File: config.mk
export PLATFORM = sky130hd
export DESIGN_NAME = nibble_mem_responder
export DESIGN_NICKNAME = d
export VERILOG_FILES = /design/src/rtl/nibble_mem_responder.sv
export SDC_FILE = /design/constraint.sdc
export NUM_CORES = 1
export LEC_CHECK = 0
export ABC_AREA = 1
export ABC_CLOCK_PERIOD_IN_PS = 3100
export CORE_MARGIN = 8
export CORE_UTILIZATION = 48
export CTS_BUF_LIST = sky130_fd_sc_hd__clkbuf_4
export DETAILED_ROUTE_END_ITERATION = 7
export DONT_BUFFER_PORTS = 1
export PLACE_DENSITY_LB_ADDON = 0.1
export SLEW_MARGIN = 20
export SYNTH_ARGS = -nofsm -noshare
export SYNTH_HDL_FRONTEND = slang
export SYNTH_SLANG_ARGS = --single-unit
File: constraint.sdc
create_clock -name clk_i -period 3.1 [get_ports clk_i]
set_clock_uncertainty 0.2 [all_clocks]
set_input_delay 0.62 -clock clk_i [delete_from_list [all_inputs] [get_ports clk_i]]
set_output_delay 0.62 -clock clk_i [all_outputs]
set_load 0.01 [all_outputs]
File: src/rtl/nibble_mem_responder.sv
// Target-side endpoint of the 4-bit nibble memory link: rebuilds word requests,
// issues them on a single-outstanding req/gnt/rvalid port and streams read data back.
module nibble_mem_responder #(
    parameter int AddrWidth  = 8,
    parameter bit StrictStrb = 1'b1
) (
    input  logic                 clk_i,
    input  logic                 rst_i,
    input  logic                 req_valid_i,
    output logic                 req_ready_o,
    input  logic [3:0]           req_data_i,
    input  logic                 req_strb_i,
    input  logic [7:0]           req_addr_i,
    input  logic                 req_write_i,
    output logic                 rsp_valid_o,
    input  logic                 rsp_ready_i,
    output logic [3:0]           rsp_data_o,
    output logic                 rsp_last_o,
    output logic                 mem_req_o,
    input  logic                 mem_gnt_i,
    output logic                 mem_we_o,
    output logic [AddrWidth-1:0] mem_addr_o,
    output logic [31:0]          mem_wdata_o,
    output logic [3:0]           mem_be_o,
    input  logic                 mem_rvalid_i,
    input  logic [31:0]          mem_rdata_i,
    output logic                 err_o
);

    typedef enum logic [2:0] {
        IDLE, COLLECT, MEM_REQ, MEM_WAIT, RSP, COMMIT
    } state_e;

    state_e      state_q;
    logic [2:0]  cnt_q;
    logic [7:0]  addr_q;
    logic        we_q;
    logic [31:0] wdata_q;
    logic [7:0]  strb_q;
    logic [31:0] rdata_q;
    logic        err_q;
    logic        accept;
    logic        burst_err;

    function automatic logic [3:0] be_from_strb(input logic [7:0] s);
        return {s[6], s[4], s[2], s[0]};
    endfunction

    assign req_ready_o = ~rst_i & ((state_q == IDLE) | (state_q == COLLECT));
    assign accept      = req_valid_i & req_ready_o;

    // Odd beats close a byte: their strobe must match the even beat before them.
    assign burst_err = (req_addr_i != addr_q) | ~req_write_i |
                       (cnt_q[0] & (req_strb_i != strb_q[{cnt_q[2:1], 1'b0}]));

    always_ff @(posedge clk_i or posedge rst_i) begin
        if (rst_i) begin
            state_q <= IDLE;
            cnt_q   <= 3'd0;
            addr_q  <= 8'h00;
            we_q    <= 1'b0;
            wdata_q <= 32'h0;
            strb_q  <= 8'h00;
            rdata_q <= 32'h0;
            err_q   <= 1'b0;
        end else begin
            case (state_q)
                IDLE: begin
                    if (accept) begin
                        addr_q <= req_addr_i;
                        we_q   <= req_write_i;
                        if (req_write_i) begin
                            wdata_q <= {28'h0, req_data_i};
                            strb_q  <= {7'h00, req_strb_i};
                            cnt_q   <= 3'd1;
                            state_q <= COLLECT;
                        end else begin
                            wdata_q <= 32'h0;
                            strb_q  <= 8'h00;
                            state_q <= MEM_REQ;
                        end
                    end
                end
                COLLECT: begin
                    if (accept) begin
                        wdata_q[{cnt_q, 2'b00} +: 4] <= req_data_i;
                        strb_q[cnt_q]                <= req_strb_i;
                        cnt_q                        <= cnt_q + 3'd1;
                        if (StrictStrb && burst_err) err_q <= 1'b1;
                        if (cnt_q == 3'd7) state_q <= MEM_REQ;
                    end
                end
                MEM_REQ: begin
                    if (mem_gnt_i) state_q <= MEM_WAIT;
                end
                MEM_WAIT: begin
                    if (mem_rvalid_i) begin
                        if (we_q) begin
                            state_q <= IDLE;
                        end else begin
                            rdata_q <= mem_rdata_i;
                            cnt_q   <= 3'd0;
                            state_q <= RSP;
                        end
                    end
                end
                RSP: begin
                    // Shift so the next nibble always sits in the top four bits.
                    if (rsp_ready_i) begin
                        rdata_q <= {rdata_q[27:0], 4'h0};
                        cnt_q   <= cnt_q + 3'd1;
                        if (cnt_q == 3'd7) state_q <= COMMIT;
                    end
                end
                COMMIT:  state_q <= IDLE;
                default: state_q <= IDLE;
            endcase
        end
    end

    assign mem_req_o   = (state_q == MEM_REQ);
    assign mem_we_o    = mem_req_o & we_q;
    assign mem_addr_o  = mem_req_o ? AddrWidth'(addr_q) : '0;
    assign mem_wdata_o = (mem_req_o & we_q) ? wdata_q : 32'h0;
    assign mem_be_o    = mem_req_o ? (we_q ? be_from_strb(strb_q) : 4'hF) : 4'h0;

    assign rsp_valid_o = (state_q == RSP) | (state_q == COMMIT);
    assign rsp_data_o  = (state_q == RSP) ? rdata_q[31:28] : 4'h0;
    assign rsp_last_o  = (state_q == RSP) & (cnt_q == 3'd7);
    assign err_o       = err_q;

endmodule

==> flow_summary_export.csv <==
group,metric,value,unit
yosys,yosys.area_share.simple,31.9,%
yosys,synth_top_family_by_area,"simple AND/OR/NAND/NOR gates",
pwr,ir_drop,0.000363,V
yosys,synth_top_area_share,44.4,%
timing,slew_headroom,50.0,%
setup_path,cp.required,2280,ps
job,maxCapViolations,0,
pwr,p_sw,1.79,mW
timing,fin_crit_sh,89.9,%
setup_path,r2r_slack,390,ps
setup_path,crit_chain,"inv_2, nand3_1, nor2_2, clkinvlp_4, buf_4, nor2_1, buf_4",
timing,slew_violations,0,
setup_path,cp.arrival,1970,ps
floorplan,core-area,9680,sq um
global_route,grt_util_all_layers,17.3,%
clocking,cts_tree,"yes",
pwr,p_comb_share,43.6,%
pwr,powerDensity,778,nW/um^2
yosys,synth_top_area_cell,"dfrtp_1",
yosys,synth_xor_area_share,0.185,%
timing,min_period,2790,ps
clocking,clk_latency,430,ps
floorplan,fp.dieH,115,um
pwr,pwr-share-clk,17.3,%
setup_path,crit_start,"state_q[2]$_DFFE_PP0P_",
route,firstDrtPassIters,6,
route,via_per_inst,4.85,
clocking,clockRootBuffer,"clkbuf_4",
route,via_count,4119,
worst_hold_path,hold_path_class,"in -> async",
clocking,numCtsBuffers,9,
yosys,synth_area_per_cell,6.87,sq um
route,drtIter0Drc,189,
floorplan,dieArea,13300,sq um
setup_path,start_kind,"flop",
final_layout,antennaDiodeCount,0,
setup_path,r2r-end,"wdata_q[16]$_DFFE_PP0P_",
floorplan,io_pins,106,
yosys,seq_area_frac_synth,44.4,%
final_layout,area_growth,10.2,%
yosys,ys_types,30,
timing,finalHoldViolations,0,
setup_path,critPathKind,"reg -> out",
route,final_antenna_net_count,0,
yosys,yosysWarnings,0,
global_route,antenna_found_initial,0,
clocking,cts_max_level,3,
global_route,grt_pass1_wl,18600,um
route,wl_per_cell,13.1,um
timing,holdWs,118,ps
setup_path,r2r_start,"cnt_q[0]$_DFFE_PP0P_",
setup_path,slowest_delay,450,ps
setup_path,r2r_cells,8,
setup_path,crit_end,"mem_wdata_o[9]",
final_layout,layout_common_cells,"nand2_1 (221), inv_1 (103), nor2_1 (88), dfrtp_1 (84), o21ai_0 (53)",
placement,place.gp.congestion,0.881,
setup_path,cp_common_cell,"buf_4",
yosys,synth-adder-area-share,1.85,%
yosys,synthTopCellsByArea,"dfrtp_1 (44%), nand2_1 (18%), inv_1 (8.3%)",
clocking,path_clk_slew,130,ps
final_layout,fin_nets,772,
yosys,synthMuxAreaShare,0,%
final_layout,layout-drive-gt1-share,10.0,%
final_layout,n_fill_cell,999,
setup_path,cp_slowest_cell,"dfrtp_1",
clocking,clk_path_buf_depth,2,
yosys,synth-compound-area-share,10.2,%
pwr,seq_power_share,39.1,%
yosys,synthCells,690,
route,drt_wl_total,11200,um
yosys,syn_area,4740,sq um
timing,timing.fmax,359,MHz
setup_path,cp_max_fo,16,
pwr,internal_power,2.28,mW
yosys,synth_seq_cells,84,
placement,hpwlAfterDp,8100,um
timing,worstMarginPinSlew,751,ps
yosys,synth_fp_nets,749,
timing,rsz0062_at_grt,"no",
timing,setup_tns,0,ps
setup_path,cp-end-kind,"output pin",
final_layout,layout_commonest_cell,"nand2_1",
global_route,grt_max_degree,85,
floorplan,start_util,48.9,%
timing,final-setup-viol-count,0,
placement,port_buffers,0,
floorplan,row_count,36,
clocking,cts.sinks,84,
global_route,first_global_vias,4031,
status,outcome,"complete, no violations",
floorplan,die_w,115,um
pwr,swShare,44.0,%
global_route,gr-total-overflow,0,
pwr,p_leak,2.66,nW
route,post-route-drc-count,0,
clocking,cts_hold_buf,0,
-- flip-flops by register name (all words and copies together), names as in the netlist --
register  cells
err_o         1
cnt_q         3
wdata_q      32
rdata_q      32
addr_q        8
state_q       3
strb_q        4
we_q          1
-- critical path: cells and delay by family, from the launching register on --
| family | cells | cell delay (ps) |
|---|---|---|
| buffers and inverters | 4 | 570 |
| flip-flops | 1 | 450 |
| AND/OR/NAND/NOR | 3 | 510 |
-- power by group through the flow --
stage                     combinational [mW]  clock (mW)  sequential, mW
after global routing                    2.06       0.771            1.63
after floorplan                         1.46           0            1.57
after global placement                  1.71           0            1.60
after CTS                               1.76       0.726            1.59
after detailed placement                1.76           0            1.61
final                                   1.77       0.703            1.59
-- logic make-up after synthesis --
kind of cell,after synthesis
AOI/OAI and AO/OA,95
xor gates and xnor gates,1
buffers and inverters,136
and+or+nand+nor,367
adders and majority gates,7
DFF,84
-- worst min path at each step --
stage	start	end	slack [ps]
after global placement	wdata_q[30]$_DFFE_PP0P_	wdata_q[30]$_DFFE_PP0P_	260
final	rst_i	strb_q[4]$_DFFE_PP0P_	120
after detailed placement	wdata_q[30]$_DFFE_PP0P_	wdata_q[30]$_DFFE_PP0P_	260
after CTS	req_strb_i	strb_q[0]$_DFFE_PP0P_	90
after global routing	req_strb_i	strb_q[0]$_DFFE_PP0P_	100
after floorplan	wdata_q[10]$_DFFE_PP0P_	wdata_q[10]$_DFFE_PP0P_	240
-- metrics by stage --
stage                     util [%]  power (mW)  worst slack, ps  cell area, sq um  instances
after floorplan                  -        3.03              157              4740        690
after global placement        52.0        3.32              627              5040        832
after detailed placement      52.0        3.37              465              5040        832
after CTS                     53.6        4.08              137              5190        847
after global routing          54.0        4.46             14.9              5230        850
final                         54.0        4.07              313              5230        850
-- cells in the mapped netlist --
master and number:
nand2_1 222, inv_1 105, nor2_1 89, dfrtp_1 84, o21ai_0 53, o21ai_1 30, nand3_1 28, buf_2 15
a21oi_1 9, nand4_1 8, ha_1 7, nor3_1 7, clkbuf_1 5, buf_4 4, inv_2 4, nor2_2 3
nand2_2 2, nand3b_1 2, or2_2 2, a21oi_2 1, buf_1 1, clkinv_1 1, inv_4 1, nand2_4 1
nand3_2 1, nand3_4 1, nor2_8 1, o211ai_1 1, o21a_1 1, xnor2_1 1
-- cell type report --
class | instances | area [sq um] | share of cell area (%)
repair inverters | 1 | 7.51 | 0.144
clock buffers | 10 | 75.1 | 1.44
multi-input cells | 470 | 2100 | 40.1
repair buffers | 36 | 274 | 5.24
well taps | 133 | 166 | 3.18
flip-flops and latches | 84 | 2100 | 40.2
clock inverters | 5 | 77.6 | 1.48
inverters | 111 | 427 | 8.17
-- per-layer routing --
| layer | track usage [%] | vias up | wire, um |
|---|---|---|---|
| met2 | 28.2 | 82 | 5370 |
| met4 | 6.13 | 0 | 112 |
| li1 | - | 2155 | - |
| met5 | 0 | - | 0 |
| met3 | 5.25 | 10 | 639 |
| met1 | 21.1 | 1872 | 5050 |
-- timing repair --
item	in CTS	in global routing
setup buffers	0	2
setup endpoints to repair	0	9
resized for setup	0	3
(Power assumes the default switching activity.)
